$ cat src/rtl/shuttle_pkg.sv
// Shared types and constants for the shuttle controller: FSM states,
// bridge drive encodings and a counter-width helper.
package shuttle_pkg;

    typedef enum logic [2:0] {
        IDLE  = 3'd0,
        RUN_R = 3'd1,
        RUN_L = 3'd2,
        BRAKE = 3'd3,
        FAULT = 3'd4
    } state_t;

    localparam logic [1:0] MA_OFF = 2'b00;
    localparam logic [1:0] MA_R   = 2'b10;
    localparam logic [1:0] MA_L   = 2'b01;

    // Width of a counter that runs 0 .. n-1.
    function automatic int cnt_w(input int n);
        return (n < 2) ? 1 : $clog2(n);
    endfunction

endpackage

$ cat src/rtl/shuttle_ctrl_sw_debounce.sv
// Two-flop synchroniser plus debouncer: the level flips only after the
// synchronised input has disagreed with it for DEBOUNCE_CYC straight cycles.
module sw_debounce
    import shuttle_pkg::*;
#(
    parameter int DEBOUNCE_CYC = 1_000_000,
    parameter bit INIT         = 1'b0
) (
    input  logic sclk,
    input  logic s_rst,
    input  logic raw,
    output logic level,
    output logic rise,
    output logic fall
);

    localparam int CW = cnt_w(DEBOUNCE_CYC);
    localparam logic [CW-1:0] TC = CW'(DEBOUNCE_CYC - 1);

    logic [1:0]    sync;
    logic [CW-1:0] cnt;

    always_ff @(posedge sclk or posedge s_rst) begin
        if (s_rst) begin
            sync  <= {2{INIT}};
            cnt   <= '0;
            level <= INIT;
            rise  <= 1'b0;
            fall  <= 1'b0;
        end else begin
            sync <= {sync[0], raw};
            rise <= 1'b0;
            fall <= 1'b0;
            if (sync[1] == level) begin
                cnt <= '0;
            end else if (cnt == TC) begin
                cnt   <= '0;
                level <= sync[1];
                rise  <= sync[1];
                fall  <= ~sync[1];
            end else begin
                cnt <= cnt + CW'(1);
            end
        end
    end

endmodule

$ cat src/rtl/shuttle_ctrl.sv
// Single-axis shuttle controller: debounced inputs, ramped PWM H-bridge drive,
// dead-time braking between legs, run timeout and fault latch.
//
// state | meaning
// IDLE  | bridge off, waiting for a key press
// RUN_R | driving right, duty ramping up
// RUN_L | driving left, duty ramping up
// BRAKE | both legs off for DEAD_CYC cycles, then go to tgt
// FAULT | latched; key press with both limits clear returns to IDLE
module shuttle_ctrl
    import shuttle_pkg::*;
#(
    parameter int PWM_W        = 8,
    parameter int DUTY_MAX     = 200,
    parameter int RAMP_STEP    = 4,
    parameter int DEBOUNCE_CYC = 1_000_000,
    parameter int DEAD_CYC     = 50_000,
    parameter int TIMEOUT_CYC  = 500_000_000
) (
    input  logic             sclk,
    input  logic             s_rst,
    input  logic             key,
    input  logic             catcher,
    input  logic             jockey_r,
    input  logic             jockey_l,
    input  logic             mode,
    output logic [1:0]       MA,
    output logic             busy,
    output logic             fault,
    output logic [PWM_W-1:0] duty
);

    localparam int LW = cnt_w(TIMEOUT_CYC);
    localparam int BW = cnt_w(DEAD_CYC);
    localparam logic [LW-1:0]  LEG_TC = LW'(TIMEOUT_CYC - 1);
    localparam logic [BW-1:0]  BRK_TC = BW'(DEAD_CYC - 1);
    localparam logic [PWM_W:0] DMAX   = (PWM_W + 1)'(DUTY_MAX);
    localparam logic [PWM_W:0] STEP   = (PWM_W + 1)'(RAMP_STEP);

    logic key_lvl, key_rise, press;
    logic cat_lvl, catch, cat_fall;
    logic lim_r, limr_rise, limr_fall;
    logic lim_l, liml_rise, liml_fall;

    sw_debounce #(.DEBOUNCE_CYC(DEBOUNCE_CYC), .INIT(1'b1)) u_key (
        .sclk(sclk), .s_rst(s_rst), .raw(key),
        .level(key_lvl), .rise(key_rise), .fall(press));
    sw_debounce #(.DEBOUNCE_CYC(DEBOUNCE_CYC), .INIT(1'b0)) u_catcher (
        .sclk(sclk), .s_rst(s_rst), .raw(catcher),
        .level(cat_lvl), .rise(catch), .fall(cat_fall));
    sw_debounce #(.DEBOUNCE_CYC(DEBOUNCE_CYC), .INIT(1'b0)) u_lim_r (
        .sclk(sclk), .s_rst(s_rst), .raw(jockey_r),
        .level(lim_r), .rise(limr_rise), .fall(limr_fall));
    sw_debounce #(.DEBOUNCE_CYC(DEBOUNCE_CYC), .INIT(1'b0)) u_lim_l (
        .sclk(sclk), .s_rst(s_rst), .raw(jockey_l),
        .level(lim_l), .rise(liml_rise), .fall(liml_fall));

    logic unused_edges;
    assign unused_edges = ^{key_lvl, key_rise, cat_lvl, cat_fall,
                            limr_rise, limr_fall, liml_rise, liml_fall};

    state_t           state, state_n, tgt, tgt_n;
    logic             mode_q, mode_n;
    logic [PWM_W-1:0] pwm_cnt;
    logic [LW-1:0]    leg_cnt;
    logic [BW-1:0]    brk_cnt;
    logic [PWM_W:0]   duty_sum;
    logic [PWM_W-1:0] duty_ramp;
    logic [1:0]       ma_n;
    logic             is_run, both_lim;

    assign is_run   = (state == RUN_R) || (state == RUN_L);
    assign both_lim = lim_r && lim_l;
    assign duty_sum = {1'b0, duty} + STEP;
    assign duty_ramp = (duty_sum > DMAX) ? DMAX[PWM_W-1:0] : duty_sum[PWM_W-1:0];

    always_comb begin
        state_n = state;
        tgt_n   = tgt;
        mode_n  = mode_q;
        unique case (state)
            IDLE: begin
                if (press) begin
                    mode_n = mode;
                    if (both_lim)   state_n = FAULT;
                    else if (lim_r) state_n = RUN_L;
                    else            state_n = RUN_R;
                end
            end
            RUN_R, RUN_L: begin
                if (both_lim) begin
                    state_n = FAULT;
                end else if (press || catch) begin
                    state_n = BRAKE;
                    tgt_n   = IDLE;
                end else if ((state == RUN_R && lim_r) || (state == RUN_L && lim_l)) begin
                    state_n = BRAKE;
                    if (!mode_q)              tgt_n = IDLE;
                    else if (state == RUN_R)  tgt_n = RUN_L;
                    else                      tgt_n = RUN_R;
                end else if (leg_cnt == LEG_TC) begin
                    state_n = FAULT;
                end
            end
            BRAKE: begin
                if (both_lim) begin
                    state_n = FAULT;
                end else begin
                    if (press) tgt_n = IDLE;
                    if (brk_cnt == BRK_TC) state_n = press ? IDLE : tgt;
                end
            end
            FAULT: begin
                if (press && !lim_r && !lim_l) state_n = IDLE;
            end
            default: state_n = IDLE;
        endcase
    end

    always_comb begin
        ma_n = MA_OFF;
        if (state == RUN_R && pwm_cnt < duty) ma_n = MA_R;
        if (state == RUN_L && pwm_cnt < duty) ma_n = MA_L;
    end

    always_ff @(posedge sclk or posedge s_rst) begin
        if (s_rst) begin
            state   <= IDLE;
            tgt     <= IDLE;
            mode_q  <= 1'b0;
            pwm_cnt <= '0;
            duty    <= '0;
            leg_cnt <= '0;
            brk_cnt <= '0;
            MA      <= MA_OFF;
        end else begin
            state   <= state_n;
            tgt     <= tgt_n;
            mode_q  <= mode_n;
            pwm_cnt <= pwm_cnt + PWM_W'(1);
            MA      <= ma_n;
            // Leaving or changing legs zeroes duty so every RUN entry starts at 0.
            if (is_run && state_n == state) begin
                leg_cnt <= leg_cnt + LW'(1);
                if (pwm_cnt == '1) duty <= duty_ramp;
            end else begin
                leg_cnt <= '0;
                duty    <= '0;
            end
            if (state == BRAKE && state_n == BRAKE) brk_cnt <= brk_cnt + BW'(1);
            else                                    brk_cnt <= '0;
        end
    end

    assign busy  = is_run || (state == BRAKE);
    assign fault = (state == FAULT);

endmodule

$ cat config.mk
export PLATFORM = sky130hd
export DESIGN_NAME = shuttle_ctrl
export DESIGN_NICKNAME = d
export VERILOG_FILES = /design/src/rtl/shuttle_pkg.sv /design/src/rtl/shuttle_ctrl_sw_debounce.sv /design/src/rtl/shuttle_ctrl.sv
export SDC_FILE = /design/constraint.sdc
export NUM_CORES = 1
export LEC_CHECK = 0
export CAP_MARGIN = 20
export CORE_ASPECT_RATIO = 0.5
export CORE_MARGIN = 10
export CORE_UTILIZATION = 41
export DETAILED_ROUTE_END_ITERATION = 8
export HOLD_SLACK_MARGIN = 0.05
export PLACE_DENSITY = 0.56
export SLEW_MARGIN = 40
export SYNTH_ARGS = -nofsm -noshare
export SYNTH_HDL_FRONTEND = slang
export SYNTH_HIERARCHICAL = 1
export SYNTH_SLANG_ARGS = --single-unit
$ cat constraint.sdc
create_clock -name sclk -period 3.57 [get_ports sclk]
set_clock_uncertainty 0.05 [all_clocks]
set_input_delay 0.5355 -clock sclk [delete_from_list [all_inputs] [get_ports sclk]]
set_output_delay 0.5355 -clock sclk [all_outputs]
set_load 0.03 [all_outputs]
==> impl_metrics.csv, run 1 <==
group,metric,value,unit
run,cap_violations,0,
clocking,numCtsBuffers,17,
layout,layout_commonest_cell,"dfrtp_1",
worst_setup_path,crit_path_start_kind,"flop",
clocking,root_buffer,"clkbuf_16",
global_routing,grt_max_degree,44,
timing,finalSetupViolCount,0,
global_routing,grt_usage,12.8,%
worst_setup_path,endpoint_kind,"output pin",
power_and_ir_drop,vdd_drop_max,290,uV
routing,drt_iter0_drc,387,
layout,instances_no_fill,1117,
timing,hold_violations,0,
worst_setup_path,required,2.98,ns
global_routing,grt_pass1_vias,5912,
layout,multi_input_area,4150,sq um
worst_setup_path,cp_max_fo,12,
timing,slew_headroom,51.8,%
global_routing,grt_first_pass_wirelength,29200,um
power_and_ir_drop,power-per-cell-area,403,nW/um^2
layout,layout.nets,860,
die,coreArea,19800,sq um
die,row_count,36,
routing,vias,6001,
timing,tightest_slew,0.722,ns
timing,drv_slew,0,
layout,fin_util,47.7,%
logic_synthesis,avgSynthCellArea,10.3,sq um
die,boundaryPins,19,
timing,whs,0.298,ns
global_routing,grt_overflow,0,
timing,final.setup.tns,0,ns
clocking,cts_setup_buffers,0,
placement,numPortBuffers,16,
layout,diodes,0,
die,die_height,121,um
worst_setup_path,crit_type,"flop to output pin",
clocking,cts_resized,0,
routing,wl_per_cell,14.8,um
die,initial_core_util,42.5,%
clocking,clock_insertion_delay_worst_skew,0.42,ns
clocking,cts_sinks,162,
placement,place_congestion,0.844,
layout,area_growth,12.2,%
timing,grt_setup_unrepaired,"no",
clocking,holdBufCountCts,0,
placement,dpl.cell_count,1085,
die,die-area,27000,sq um
timing,min_period,2.75,ns
logic_synthesis,yosys_warnings,6,
timing,max_freq,364,MHz
logic_synthesis,syn_area,8420,sq um
clocking,clock_path_buffers,2,
routing,via_per_inst,5.37,
min_path,hold_class,"flop to flop",
timing,period_share,77.0,%
logic_synthesis,synth_cells,820,
clocking,tritoncts,"built",
power_and_ir_drop,cellLeakagePower,3.90,nW
layout,drive_gt1_share,10.6,%
clocking,clk_pin_slew,0.07,ns
layout,ff_latch_area,4060,sq um
placement,dp_slack,1.05,ns
layout,final_cell_mix,"dfrtp_1, nor2_1, xor2_1",
routing,drt-pass1-iter-count,4,
die,fp.dieW,223,um
placement,dp_hpwl,11400,um
routing,ant_nets,0,
timing,setup_ws,0.820,ns
global_routing,antenna_found_initial,0,
routing,drc_errors,0,
layout,fillers,1870,
worst_setup_path,arrival,2.16,ns
status,status,"completed",
clocking,cts_max_level,4,
routing,finalWirelength,16600,um
flip-flops by register name, summed over array words and instances (netlist names), 2 cells and up:
register and cells:
leg_cnt 29, u_key/cnt 20, brk_cnt 16, u_catcher/cnt 20, u_lim_l/cnt 20, tgt 3
u_lim_r/sync 2, MA 2, u_lim_r/cnt 20, u_catcher/sync 2, u_key/sync 2, duty 6
pwm_cnt 8, u_lim_l/sync 2, state 3
worst paths after layout:
kind	startpoint	to	slack, ns	depth (start not counted)
max	state[1]	fault	0.82	3
max reg2reg	brk_cnt[0]	duty[6]	1.07	8
max in group asynchronous	s_rst	pwm_cnt[3]	2.05	3
min reg2reg	u_lim_r/sync[0]	u_lim_r/sync[1]	0.30	0
min in group asynchronous	s_rst	u_key/cnt[3]	0.75	2
min	u_lim_r/sync[0]	u_lim_r/sync[1]	0.30	0
critical path, cell delays in order, from the launching register on:
cell	delay [ns]
dfrtp_1	0.52
nor2_1	0.35
and2_1	0.18
clkdlybuf4s50_1	0.69
where the power goes:
part | leakage, nW | switching [mW] | internal (mW) | total [mW]
Combinational | 1.40 | 0.0671 | 0.0301 | 0.0972
Sequential | 2.21 | 0.0144 | 1.85 | 1.87
Clock | 0.292 | 0.795 | 1.05 | 1.85
Total | 3.90 | 0.877 | 2.93 | 3.81
metrics by stage:
step	power, mW	instance area, sq um
global placement	2.00	8800
CTS	3.88	9450
global route	3.98	9450
finish	3.81	9450
floorplan	1.96	8420
detailed placement	2.00	8850
metal layers:
metal	part of all wire (%)	up-vias	track usage, %
met1	52	2966	17.5
met2	45	63	20.0
met5	0	-	0
met3	2.7	11	2.98
li1	-	2961	-
met4	0.77	0	3.44
area by class of cell:
| cell class | instances | area share (%) |
|---|---|---|
| Multi-Input combinational cell | 614 | 43.9 |
| Sequential cell | 162 | 43.0 |
| Clock buffer | 17 | 4.50 |
| Tap cell | 266 | 3.52 |
| Timing Repair Buffer | 24 | 2.50 |
| Clock inverter | 15 | 1.84 |
| Inverter | 19 | 0.755 |
Power figures use the tool's default switching activity.
==> run 2: changes to the inputs <==
Clock period 3.57 ns to 2.7 ns, I/O delays scaled along.
==> run 2 against run 1 <==
Compared with the run above:
- core utilization grew 0.33 points
- critical path depth is the same
- critical path type unchanged
- sequential share of layout area shrank 0.30 points
- worst setup slack lost 0.67 ns
- combinational power grew 34%
- first-iteration DRC count grew 18%
- clock power grew 35%
- sequential cell count is the same
- register-to-register slack lost 0.76 ns
- highest routed layer unchanged
==> impl_metrics.csv, run 2 (synthesized netlist as in run 1, its figures left out) <==
group,metric,value,unit
run,cap_violations,0,
clocking,tritoncts,"built",
die,boundaryPins,19,
global_routing,grt_usage,13.0,%
routing,drt-pass1-iter-count,4,
clocking,cts_setup_buffers,0,
worst_setup_path,arrival,2.10,ns
timing,tightest_slew,0.559,ns
layout,largest-register,"leg_cnt",
clocking,numCtsBuffers,17,
timing,drv_slew,0,
worst_setup_path,r2r_cells,8,
layout,layout_commonest_cell,"dfrtp_1",
layout,instances_no_fill,1121,
power_and_ir_drop,cellLeakagePower,3.93,nW
clocking,cts_resized,0,
global_routing,antenna_found_initial,0,
global_routing,grt_pass1_vias,5954,
clocking,cts_sinks,162,
timing,whs,0.299,ns
die,fp.dieW,223,um
die,row_count,36,
die,die-area,27000,sq um
routing,drc_errors,0,
layout,layout.nets,865,
timing,max_freq,392,MHz
clocking,holdBufCountCts,0,
layout,drive_gt1_share,10.6,%
placement,place_congestion,0.810,
global_routing,grt_first_pass_wirelength,29400,um
layout,final_area,9510,sq um
layout,area_growth,13.0,%
status,status,"completed",
timing,grt_setup_unrepaired,"no",
timing,slew_headroom,62.6,%
clocking,clk_pin_slew,0.06,ns
clocking,clock_path_buffers,2,
power_and_ir_drop,power-per-cell-area,536,nW/um^2
worst_setup_path,cp_max_fo,11,
routing,finalWirelength,16900,um
min_path,hold_class,"flop to flop",
clocking,cts_max_level,4,
die,initial_core_util,42.5,%
placement,dpl.cell_count,1090,
routing,wl_per_cell,15.0,um
routing,via_per_inst,5.40,
min_path,hold_path_depth,0,
routing,drt_iter0_drc,457,
timing,finalSetupViolCount,0,
power_and_ir_drop,vdd_drop_max,320,uV
timing,period_share,94.5,%
timing,hold_violations,0,
power_and_ir_drop,finalPower,5.10,mW
routing,vias,6052,
worst_setup_path,crit_path_start_kind,"flop",
global_routing,grt_overflow,0,
routing,ant_nets,0,
clocking,clock_insertion_delay_worst_skew,0.43,ns
clocking,root_buffer,"clkbuf_16",
worst_setup_path,endpoint_kind,"output pin",
worst_setup_path,required,2.25,ns
timing,final.setup.tns,0,ns
die,die_height,121,um
layout,largest_reg_flops,29,
placement,dp_hpwl,11400,um
layout,final_cell_mix,"dfrtp_1, nor2_1, xor2_1",
timing,min_period,2.55,ns
placement,numPortBuffers,16,
layout,diodes,0,
die,coreArea,19800,sq um
placement,dpl-instance-area,8890,sq um
global_routing,grt_max_degree,52,
worst_setup_path,crit_type,"flop to output pin",
## run 2: cell types whose count changed in the layout (fill, tap and decap cells not counted), moves of 3 or more
cell,change
clkinvlp_4,+3
buf_4,+5
inv_1,+4
inv_2,-4
clkinv_4,-4
## run 2: where the power goes
| group | switching (mW) | internal [mW] |
|---|---|---|
| combinational | 0.0882 | 0.0419 |
| clock | 1.04 | 1.46 |
| sequential | 0.0183 | 2.45 |
| total | 1.15 | 3.96 |
## run 2: layout make-up
cell class                 count  area [sq um]
clock inverter                14           180
sequential                   162          4060
inverter                      19          71.3
fill                        1829         10300
clock buffer                  17           425
multi-input combinational    614          4160
timing repair buffer          29           283
tap                          266           333
## run 2: worst paths after layout
path,from,endpoint,slack (ns)
setup / recovery,state[0],fault,0.15
hold / removal,u_catcher/sync[0],u_catcher/sync[1],0.30
setup reg to reg,brk_cnt[0],duty[7],0.31
hold reg to reg,u_catcher/sync[0],u_catcher/sync[1],0.30
max in group asynchronous,s_rst,pwm_cnt[3],1.68
min in group asynchronous,s_rst,brk_cnt[5],0.38
## run 2: layer usage
metal,up-vias,GRT usage (%),share of wire (%)
li1,2964,-,-
met1,2986,17.7,51
met2,86,19.8,45
met3,16,3.44,3.5
met4,0,4.03,1.0
met5,-,0,0
## run 2: worst max-delay path, stage by stage, from the launching register on
cell and delay [ns]:
dfrtp_1 0.50, nor2_2 0.27, and2_1 0.21, clkdlybuf4s50_1 0.69
## run 2: metrics by stage
step	setup WS, ns	util, %
after CTS	0.0124	47.9
after global routing	0.0320	48.0
final	0.148	48.0
after floorplan	0.455	-
after detailed placement	0.282	44.9
after global placement	0.379	44.9
==> run 3: changes to the inputs <==
Settings changed: CTS_BUF_LIST from default to sky130_fd_sc_hd__clkbuf_2.
Clock period 2.7 ns to 2.95 ns, I/O delays scaled along.
==> run 3 against run 2 <==
Compared with the run above:
- critical path depth did not move
- largest power group is now registers
- sequential power fell by 8.5%
- final area fell by 2.9%
- via count fell by 1.3%
- worst setup slack improved by 0.12 ns
- combinational power fell by 3%
- global-route usage rose by 0.094 points
- count of clock-buffer cells in the layout rose by 1
- total power fell by 25%
- wire length fell by 0.88%
- core utilization fell by 1.4 points
- clock power fell by 42%
- critical endpoint unchanged
==> impl_metrics.csv, run 3 (synthesized netlist as in run 1, its figures left out) <==
group,metric,value,unit
layout,largest-register,"leg_cnt",
routing,finalWirelength,16700,um
status,status,"completed",
layout,fin_util,46.6,%
global_routing,grt_overflow,0,
global_routing,grt_usage,13.1,%
global_routing,grt_first_pass_wirelength,29600,um
timing,max_freq,373,MHz
timing,final.setup.tns,0,ns
die,coreArea,19800,sq um
routing,drt-pass1-iter-count,5,
timing,finalSetupViolCount,0,
run,cap_violations,0,
clocking,cts_sinks,162,
layout,layout.nets,869,
routing,drt_iter0_drc,515,
global_routing,antenna_found_initial,0,
worst_setup_path,critPathBufInv,1,
timing,period_share,90.8,%
die,die-area,27000,sq um
min_path,hold_class,"input pin to async pin",
die,boundaryPins,19,
routing,drc_errors,0,
routing,vias,5971,
global_routing,grt_pass1_vias,5922,
die,initial_core_util,42.5,%
layout,largest_reg_flops,29,
placement,numPortBuffers,16,
die,die_height,121,um
worst_setup_path,slowest_stage,"dfrtp_2",
worst_setup_path,path_delay_family,"flip-flops",
worst_setup_path,crit_path_start_kind,"flop",
timing,drv_slew,0,
clocking,cts_max_level,4,
power_and_ir_drop,vdd_drop_max,217,uV
worst_setup_path,required,2.46,ns
routing,ant_nets,0,
timing,hold_violations,0,
worst_setup_path,cp_max_fo,12,
layout,final_cell_mix,"dfrtp_1, nor2_1, xor2_1",
layout,layout_commonest_cell,"dfrtp_1",
worst_setup_path,arrival,2.19,ns
worst_setup_path,crit_type,"flop to output pin",
clocking,tritoncts,"built",
placement,place_congestion,0.826,
power_and_ir_drop,power-per-cell-area,417,nW/um^2
timing,grt_setup_unrepaired,"no",
layout,fillers,1902,
routing,wl_per_cell,14.8,um
worst_setup_path,endpoint_kind,"output pin",
timing,min_period,2.68,ns
power_and_ir_drop,cellLeakagePower,3.84,nW
global_routing,grt_max_degree,36,
clocking,numCtsBuffers,17,
layout,diodes,0,
die,fp.dieW,223,um
timing,tightest_slew,0.720,ns
clocking,clock_path_buffers,2,
timing,slew_headroom,51.7,%
clocking,root_buffer,"clkbuf_2",
clocking,clock_insertion_delay_worst_skew,0.79,ns
die,row_count,36,
clocking,clk_pin_slew,0.24,ns
placement,dp_hpwl,11400,um
layout,drive_gt1_share,10.8,%
routing,via_per_inst,5.30,
worst_setup_path,cp_cell_sequence,"nor2_2 -> and2_1 -> dlygate4sd2_1",
worst_setup_path,cpPeakStageDelay,0.55,ns
layout,area_growth,9.74,%
[run 3: layout make-up]
class / instances / area [sq um] / area share, %
clock buffer: 18 / 90.1 / 0.975
clock inverter: 14 / 211 / 2.29
inverter: 19 / 71.3 / 0.772
multi-input combinational: 614 / 4150 / 44.9
sequential: 162 / 4060 / 44.0
tap: 266 / 333 / 3.60
timing repair buffer: 33 / 320 / 3.47
[run 3: through the flow]
| stage | setup WS (ns) | cell area, sq um | power (mW) | std cells | hold slack [ns] |
|---|---|---|---|---|---|
| global placement | 0.516 | 8890 | 2.43 | 1090 | 0.284 |
| global route | 0.107 | 9240 | 4.03 | 1126 | 0.0970 |
| finish | 0.272 | 9240 | 3.85 | 1126 | 0.177 |
| CTS | 0.144 | 9240 | 3.93 | 1126 | 0.0880 |
| floorplan | 0.705 | 8420 | 2.38 | 821 | 0.281 |
| detailed placement | 0.478 | 8890 | 2.43 | 1090 | 0.285 |
[run 3: worst paths after layout]
path | from | endpoint | slack, ns | depth (start not counted)
setup / recovery | state[1] | fault | 0.27 | 3
hold / removal | s_rst | brk_cnt[10] | 0.18 | 2
setup reg to reg | brk_cnt[5] | leg_cnt[15] | 0.45 | 7
hold reg to reg | u_key/sync[0] | u_key/sync[1] | 0.33 | 0
max in group asynchronous | s_rst | leg_cnt[27] | 1.98 | 4
min in group sclk | mode | mode_q | 0.25 | 2
[run 3: where the power goes]
part | switching [mW] | internal [mW]
sequential | 0.0169 | 2.25
combinational | 0.0813 | 0.0444
clock | 0.818 | 0.645
[run 3: what timing repair did]
item,CTS,global route
endpoints found under the hold margin,4,0
setup endpoints to repair,2,0
hold buffers,4,0
setup buffers,0,0
resized for setup,5,0
[run 3: layer usage]
metal | vias up | GRT usage [%] | routed length [um]
li1 | 2970 | - | -
met1 | 2907 | 18.2 | 8740
met2 | 79 | 19.1 | 7260
met3 | 15 | 3.10 | 503
met4 | 0 | 5.37 | 203
met5 | - | 0 | 0
